**src/rtl/instr_fetch_unit.sv**
```systemverilog
// Instruction fetch unit: owns the PC, fetches over a req/ready handshake,
// holds the instruction for the decoder and computes the next PC.
module instr_fetch_unit #(
  parameter int                    DATA_WIDTH = 32,
  parameter logic [DATA_WIDTH-1:0] RESET_PC   = 32'h0040_0000
) (
  input  logic                  clk,
  input  logic                  reset,
  output logic                  IMemReq,
  output logic [DATA_WIDTH-1:0] IMemAddr,
  input  logic                  IMemReady,
  input  logic [DATA_WIDTH-1:0] IMemData,
  input  logic                  Stall,
  input  logic                  Jump,
  input  logic                  BranchEQ,
  input  logic                  BranchNE,
  input  logic                  Zero,
  input  logic                  JumpReg,
  input  logic [DATA_WIDTH-1:0] JumpRegAddr,
  output logic [DATA_WIDTH-1:0] Instruction,
  output logic                  InstrValid,
  output logic [DATA_WIDTH-1:0] PC,
  output logic [DATA_WIDTH-1:0] PCPlus4,
  output logic                  Retire,
  output logic                  MisalignErr
);

  typedef enum logic [1:0] {
    IDLE  = 2'd0,
    FETCH = 2'd1,
    EXEC  = 2'd2
  } state_e;

  state_e                state_q, state_d;
  logic [DATA_WIDTH-1:0] pc_q, pc_d;
  logic [DATA_WIDTH-1:0] instr_q, instr_d;
  logic                  valid_q, valid_d;
  logic                  retire_q, retire_d;
  logic                  misalign_q, misalign_d;

  logic [DATA_WIDTH-1:0] pc_plus4;
  logic [DATA_WIDTH-1:0] branch_offset;
  logic [DATA_WIDTH-1:0] next_pc;
  logic                  branch_taken;
  logic                  jr_misaligned;

  assign pc_plus4      = pc_q + DATA_WIDTH'(4);
  assign branch_offset = {{(DATA_WIDTH-18){instr_q[15]}}, instr_q[15:0], 2'b00};
  assign branch_taken  = (BranchEQ & Zero) | (BranchNE & ~Zero);
  assign jr_misaligned = JumpReg & (JumpRegAddr[1:0] != 2'b00);

  // Jump register beats jump, jump beats a taken branch.
  always_comb begin
    if (JumpReg) begin
      next_pc = {JumpRegAddr[DATA_WIDTH-1:2], 2'b00};
    end else if (Jump) begin
      next_pc = {pc_plus4[DATA_WIDTH-1:DATA_WIDTH-4], instr_q[25:0], 2'b00};
    end else if (branch_taken) begin
      next_pc = pc_plus4 + branch_offset;
    end else begin
      next_pc = pc_plus4;
    end
  end

  always_comb begin
    // NOTE: every variable gets a default before the case so no path leaves it unassigned (no latches).
    state_d    = state_q;
    pc_d       = pc_q;
    instr_d    = instr_q;
    valid_d    = valid_q;
    retire_d   = 1'b0;
    misalign_d = 1'b0;
    unique case (state_q)
      IDLE: state_d = FETCH;
      FETCH: begin
        if (IMemReady) begin
          instr_d = IMemData;
          valid_d = 1'b1;
          state_d = EXEC;
        end
      end
      EXEC: begin
        if (!Stall) begin
          pc_d       = next_pc;
          valid_d    = 1'b0;
          retire_d   = 1'b1;
          misalign_d = jr_misaligned;
          state_d    = FETCH;
        end
      end
      default: state_d = IDLE;
    endcase
  end

  // NOTE: sequential state uses non-blocking assignments so all flops update together on the edge.
  always_ff @(posedge clk or posedge reset) begin
    if (reset) begin
      state_q    <= IDLE;
      pc_q       <= RESET_PC;
      instr_q    <= '0;
      valid_q    <= 1'b0;
      retire_q   <= 1'b0;
      misalign_q <= 1'b0;
    end else begin
      state_q    <= state_d;
      pc_q       <= pc_d;
      instr_q    <= instr_d;
      valid_q    <= valid_d;
      retire_q   <= retire_d;
      misalign_q <= misalign_d;
    end
  end

  assign IMemReq     = (state_q == FETCH);
  assign IMemAddr    = pc_q;
  assign Instruction = instr_q;
  assign InstrValid  = valid_q;
  assign PC          = pc_q;
  assign PCPlus4     = pc_plus4;
  assign Retire      = retire_q;
  assign MisalignErr = misalign_q;

endmodule

```
**config.mk**
```make
export PLATFORM = sky130hd
export DESIGN_NAME = instr_fetch_unit
export DESIGN_NICKNAME = d
export VERILOG_FILES = /design/src/rtl/instr_fetch_unit.sv
export SDC_FILE = /design/constraint.sdc
export NUM_CORES = 1
export LEC_CHECK = 0
export ABC_AREA = 1
export CAP_MARGIN = 20
export CORE_UTILIZATION = 49
export CTS_BUF_LIST = sky130_fd_sc_hd__clkbuf_8
export CTS_CLUSTER_SIZE = 24
export DETAILED_ROUTE_END_ITERATION = 8
export GPL_ROUTABILITY_DRIVEN = 0
export PLACE_DENSITY = 0.8
export SETUP_SLACK_MARGIN = 0.05
export SLEW_MARGIN = 25
export SYNTH_ARGS = -nofsm -noshare
export SYNTH_HDL_FRONTEND = slang
export SYNTH_SLANG_ARGS = --single-unit
export TNS_END_PERCENT = 1
```
**constraint.sdc**
```tcl
create_clock -name clk -period 3.9 [get_ports clk]
set_clock_uncertainty 0.05 [all_clocks]
set_input_delay 0.78 -clock clk [delete_from_list [all_inputs] [get_ports clk]]
set_output_delay 0.78 -clock clk [all_outputs]
set_load 0.01 [all_outputs]
```
== Yosys cells after proc, flatten, opt, wreduce, memory -nomap -nowiden ==
Index checks and enable logic that the tools add are counted.

* Reductions and logical operators: 7
* $add $sub $neg: 2
* Muxes and demuxes: 13
* Bitwise gates (word level): 6
* Equal/unequal tests: 4

{| class="wikitable"
|+ Operator list
! cell !! number
|-
| 32-bit 2-to-1 mux || 3
|-
| 32-bit by 3-bit adder with 32-bit output, second input constant || 1
|-
| 32-bit adder || 1
|-
| 1-bit 2-to-1 mux || 6
|-
| 2-bit case mux with 3 select lines || 1
|-
| 2-bit AND reduction || 3
|-
| 2-bit 2-to-1 mux || 2
|-
| 2-bit nonzero test || 2
|-
| 1-bit bitwise AND || 3
|-
| 3-bit AND reduction || 1
|-
| 2-bit by 1-bit equality test with 1-bit output, second input constant || 1
|-
| 2-bit equality test, second input constant || 1
|-
| 2-bit logical NOT || 1
|-
| 2-bit by 1-bit != test with 1-bit output, second input constant || 1
|-
| 2-bit != test, second input constant || 1
|-
| 1-bit NOT || 2
|-
| 1-bit case mux with 2 select lines || 1
|-
| 1-bit bitwise OR || 1
|}

* Word-level logic and storage cells: 38
* Register bits after elaboration: 69
* Bits of input ports: 73

== Logic depth before layout (Yosys ltp) ==
Gate-level depths: netlist of the first run.

* Word-level depth: 6
* Gate-level depth with buffers: 24
* Gate-level depth less buffers: 24

== Worst setup path before layout of the first run ==
OpenSTA, ideal clock, no wires.

* Path type: register to register
* From: register pc_q[2], in the netlist IMemAddr[2]
* To: register pc_q[25], in the netlist IMemAddr[25]
* Data required time: 3.734 ns
* Library setup time: 0.116 ns
* Period minus slack after synthesis: 2.934 ns
* Setup slack: 0.966 ns
* Data arrival time: 2.767 ns
* Buffers on the path: 0
* Stages on the path, launching flop included: 21
* Cells stage by stage: dfrtp_1 -> ha_1 -> nand3_2 -> inv_2 -> nand2_4 -> nor2_1 -> nand3_1 -> xor2_1 -> inv_1 -> ha_1 -> nand2_1 -> nor2_1 -> inv_1 -> o21ai_0 -> nand2_1 -> nand4_1 -> nand3_1 -> nand2_1 -> nand2_1 -> nand2_1 -> nand2_1

* Word-level cells in the longest chain between the ends: 5

{| class="wikitable"
|+ RTL lines
! what !! line !! RTL
|-
| start: declaration || 35 || <nowiki>logic [DATA_WIDTH-1:0] pc_q, pc_d;</nowiki>
|-
| start signal: assignment || 106 || <nowiki>pc_q <= pc_d;</nowiki>
|-
| 32-bit by 3-bit adder with 32-bit output || 47 || <nowiki>assign pc_plus4 = pc_q + DATA_WIDTH'(4);</nowiki>
|-
| via PCPlus4[14] || 23 || <nowiki>output logic [DATA_WIDTH-1:0] PCPlus4,</nowiki>
|-
| 32-bit adder || 59 || <nowiki>next_pc = pc_plus4 + branch_offset;</nowiki>
|-
| 32-bit 2-to-1 mux || 58 || <nowiki>end else if (branch_taken) begin</nowiki>
|-
| 32-bit 2-to-1 mux || 56 || <nowiki>end else if (Jump) begin</nowiki>
|-
| 32-bit 2-to-1 mux || 54 || <nowiki>if (JumpReg) begin</nowiki>
|}

The timed path passes the listed nets, and every way through them passes these cells.
A chain may end at the register's enable or synchronous reset.

== Worst setup path in the final report of the first run ==
* From: register pc_q[2], in the netlist IMemAddr[2]
* To: output port PCPlus4[18]

* Word-level cells in the longest chain between the ends: 1

{| class="wikitable"
|+ RTL lines
! what !! line
|-
| 32-bit by 3-bit adder with 32-bit output || 47
|-
| end: declaration || 23
|}

No other way between the ends.

==> metrics.sh, run 1 <==
CLKSLEWWORSTSETUPHOLDPATHS_NS=0.07
SUMMED_AREA_OF_NON_FILLER_CELLS_IN_THE_FINAL_LAYOUT_SQ_UM=8800
DESIGN.CORE.AREA_SQ_UM=13300
ROUTE.VIAS.TOTAL=7475
VDD_DROP_MAX_mV=0.564
OUTCOME='completed'
YS_SEQ_AREA_SHARE_PCT=25.1
DETAIL_ROUTE.WL_PER_CELL_UM=16.2
SYNTH.AREA.TOP_CELLS='sky130_fd_sc_hd__dfrtp_1 25%, sky130_fd_sc_hd__nand2_1 19%, sky130_fd_sc_hd__inv_1 7.5%'
DIE_WIDTH_UM=119
OVERFLOW=0
GRT_USAGE_PCT=32.8
DIEAREA_SQ_UM=14100
POSTCTSSETUPBUFFERS=0
CRIT_FANOUT=6
DRT_FIRST_ITER_VIOLATIONS=658
PORT_BUFFERS=198
DIE_HEIGHT_UM=119
FIRST_GLOBAL_VIAS=6969
ANTENNA_VIOLATING_NETS_POST_ROUTE=0
P_SW_SHARE_PCT=51.6
PRE_CTS_SLACK_NS=0.481
POSTROUTEWIRELENGTH_MM=22.7
H_TREE_LEVEL_COUNT=3
ANTENNA_VIOLATIONS_BEFORE_REPAIR=0
NETLIST.TOP_CELL.BY_AREA='sky130_fd_sc_hd__dfrtp_1'
REMAINING_DRC_ERRORS=0
TOTAL_SWITCHING_POWER_uW=4150
MAXCLOCKFREQUENCY_MHz=286
FILLER_CELL_COUNT=1195
POSTPLACECELLAREA_SQ_UM=8610
WORST_SETUP_PATH_END_KIND='output pin'
FINALHOLDVIOLATIONS=0
HOLD_CLASS='reg -> reg'
CLOCK_INSERTION_DELAY_WORST_SKEW_NS=0.36
SYNTH.CELL_AREA_SQ_UM=6680
PWR-SHARE-SEQ_PCT=19.2
WORST_SLEW_MARGIN_REL_PCT=37.8
YOSYS.CELL_TYPES.COUNT=41
COMB_POWER_SHARE_PCT=73.6
VIAS_PER_CELL=5.35
CLOCKROOTBUFFER='sky130_fd_sc_hd__clkbuf_8'
AREA.GROWTH.SYNTH_TO_FINAL_PCT=31.7
POWER_DENSITY_OF_THE_PLACED_CELLS_nW_PER_UM2=914
GRT_PASS1_WL_MM=35.9
DR.PASS1.ITERS=5
GRT_START_MAX_NET_PINS=68
TRITONCTS='done'
WORSTPATHREQUIRED_NS=3.07
CTSRESIZECOUNT=0
SYNTHESIS.INSTANCES=1051
CLK_PATH_BUF_DEPTH=2
POWER_FRAC_CLOCK_PCT=7.2
POWER.LEAKAGE_uW=0.00442
YS_WARN_COUNT=0
TIMING.SETUP.TNS_NS=0
CRITICAL_PATH_ARRIVAL_NS=2.67
CTS_NUM_SINKS=67
IO_PINS=205
CTS_HOLD_BUF=0
FINAL_LAYOUT_SIZE_SUFFIX_GT1_SHARE_PCT=7.21
CAP_VIOL_MAX_COUNT=0
SYNTH.FF_LATCH_COUNT=67
YS_ASYNC_SR_FRACTION_PCT=100
AVGSYNTHCELLAREA_SQ_UM=6.36
SETUP.WORST_PATH.START_CLASS='flop'
POST-SYNTH-TOP-AREA-FRACTION_PCT=24.7
DP.FINAL_HPWL_MM=18.0
INTERNAL_POWER_uW=3900
FINALSETUPVIOLATIONS=0
NUMBER_OF_SYNTHESIZED_FLOPS_WITH_AN_ENABLE_PIN=0
SYNTH-MAIN-FF-CELL='sky130_fd_sc_hd__dfrtp_1'
GRT_SETUP_UNREPAIRED='no'
POST-ROUTE-PERIOD-UTIL_PCT=89.8
TIMING_WORST_SLEW_PIN_VALUE_NS=0.932
POSTLAYOUTSETUPSLACKWORST_NS=0.399
FIN_NETS=1325
SLEW_VIOL_FINAL=0
N_ANTENNA_CELL=0
FINALCRITICALPERIOD_NS=3.50
CTS_MADE_BUFFERS=9
INITIAL_CORE_UTIL_PCT=50.3
FP-ROW-COUNT=42
CRIT_TYPE='reg -> out'
[layout by cell type, fill, tap and decap left out, types with 9 or more instances in the layout]
cell type,n
sky130_fd_sc_hd__clkdlybuf4s50_1,198
sky130_fd_sc_hd__nor3_1,9
sky130_fd_sc_hd__nand2_1,344
sky130_fd_sc_hd__o21ai_0,38
sky130_fd_sc_hd__clkbuf_8,9
sky130_fd_sc_hd__ha_1,36
sky130_fd_sc_hd__mux2_2,31
sky130_fd_sc_hd__buf_4,11
sky130_fd_sc_hd__nand4_1,11
sky130_fd_sc_hd__dfrtp_1,66
sky130_fd_sc_hd__nor2_1,109
sky130_fd_sc_hd__a21oi_1,62
sky130_fd_sc_hd__xor2_1,15
sky130_fd_sc_hd__nand3_1,56
sky130_fd_sc_hd__inv_1,136
[critical path, stage by stage (launching register included)]
cell and delay (ns):
sky130_fd_sc_hd__dfrtp_1 0.46, sky130_fd_sc_hd__ha_1 0.24, sky130_fd_sc_hd__nand3_2 0.13, sky130_fd_sc_hd__inv_2 0.13, sky130_fd_sc_hd__nand2_4 0.09, sky130_fd_sc_hd__nor2_8 0.16, sky130_fd_sc_hd__xor2_1 0.35, sky130_fd_sc_hd__buf_4 0.21
sky130_fd_sc_hd__clkdlybuf4s50_1 0.53
[per-layer routing]
layer | vias up | GRT usage [%] | part of all wire (%)
li1 | 3626 | - | -
met1 | 3418 | 44.6 | 43
met2 | 379 | 51.1 | 45
met3 | 52 | 7.43 | 10
met4 | 0 | 11.2 | 2.6
met5 | - | 0 | 0
[registers in the layout, summed over array words and instances (netlist names)]
signal	flops
Retire	1
MisalignErr	1
IMemAddr	30
InstrValid	1
state_q	2
Instruction	32
[kinds of logic after synthesis]
logic type	synth area share, %
AND/OR/NAND/NOR	35.5
buffers and inverters	13.2
AO/OA/AOI/OAI	10.9
flip-flops	25.1
adder cells (fa/ha/maj)	7.04
multiplexers	5.22
XOR/XNOR	2.88
other	0.0561
[power by group through the flow]
stage	clock network (uW)	registers [uW]	logic [uW]
after global placement	0	1530	5720
after CTS	588	1530	5820
after detailed placement	0	1540	5780
after floorplan	0	1550	3570
after global routing	617	1600	6490
final	578	1550	5920
[cell type report]
class	count	area, sq um	area share (%)
Tap cell	176	220	2.50
Timing Repair Buffer	209	2060	23.5
Clock inverter	7	62.6	0.711
Sequential cell	67	1680	19.1
Inverter	137	514	5.84
Multi-Input combinational cell	791	4140	47.0
Clock buffer	9	124	1.41
[cells in the mapped netlist, types with 2 or more instances]
cell type / number
sky130_fd_sc_hd__nand4_1: 11
sky130_fd_sc_hd__o211ai_1: 8
sky130_fd_sc_hd__xor2_1: 15
sky130_fd_sc_hd__nor2_1: 109
sky130_fd_sc_hd__nand2_2: 8
sky130_fd_sc_hd__buf_4: 36
sky130_fd_sc_hd__clkbuf_1: 20
sky130_fd_sc_hd__xnor2_1: 7
sky130_fd_sc_hd__a21boi_0: 2
sky130_fd_sc_hd__o21ai_0: 39
sky130_fd_sc_hd__nand3_2: 3
sky130_fd_sc_hd__o21ai_2: 2
sky130_fd_sc_hd__nor2_2: 6
sky130_fd_sc_hd__inv_2: 3
sky130_fd_sc_hd__a31oi_1: 2
sky130_fd_sc_hd__nor4_1: 2
sky130_fd_sc_hd__nand3_1: 56
sky130_fd_sc_hd__o21bai_1: 8
sky130_fd_sc_hd__dfrtp_1: 66
sky130_fd_sc_hd__and2_1: 4
sky130_fd_sc_hd__inv_1: 134
sky130_fd_sc_hd__nor2_4: 5
sky130_fd_sc_hd__o21ai_1: 3
sky130_fd_sc_hd__nor3_1: 9
sky130_fd_sc_hd__a21o_1: 3
sky130_fd_sc_hd__o22ai_1: 2
sky130_fd_sc_hd__mux2_2: 31
sky130_fd_sc_hd__a21oi_1: 62
sky130_fd_sc_hd__ha_1: 36
sky130_fd_sc_hd__nand2_1: 344
sky130_fd_sc_hd__buf_2: 5
[worst paths after layout]
check | start | end | slack, ns | depth (start not counted)
min in group asynchronous | reset | IMemAddr[6] | 0.96 | 3
worst min-delay path | InstrValid | InstrValid | 0.44 | 2
max in group asynchronous | reset | Instruction[21] | 2.27 | 3
worst min register to register | InstrValid | InstrValid | 0.44 | 2
worst max-delay path | IMemAddr[2] | PCPlus4[18] | 0.40 | 8
worst max register to register | IMemAddr[2] | IMemAddr[25] | 0.40 | 20
[stage by stage]
stage | util (%) | instances | hold slack [ns] | total power, uW
after CTS | 66.2 | 1396 | 0.442 | 7940
final | 66.2 | 1396 | 0.438 | 8040
after global routing | 66.2 | 1396 | 0.459 | 8710
after detailed placement | 64.8 | 1380 | 0.428 | 7320
after floorplan | - | 1056 | 0.427 | 5120
after global placement | 64.8 | 1380 | 0.404 | 7240
No activity file was read; power rests on OpenSTA's default activity.
==> inputs of run 2 (changes only) <==
--- a/config.mk
+++ b/config.mk
@@ -14,6 +14,7 @@
 export GPL_ROUTABILITY_DRIVEN = 0
 export PLACE_DENSITY = 0.8
 export SETUP_SLACK_MARGIN = 0.05
+export SKIP_LAST_GASP = 1
 export SLEW_MARGIN = 25
 export SYNTH_ARGS = -nofsm -noshare
 export SYNTH_HDL_FRONTEND = slang
==> results of run 2 <==
The final DEF is identical to that of run 1; final timing and power are the same.
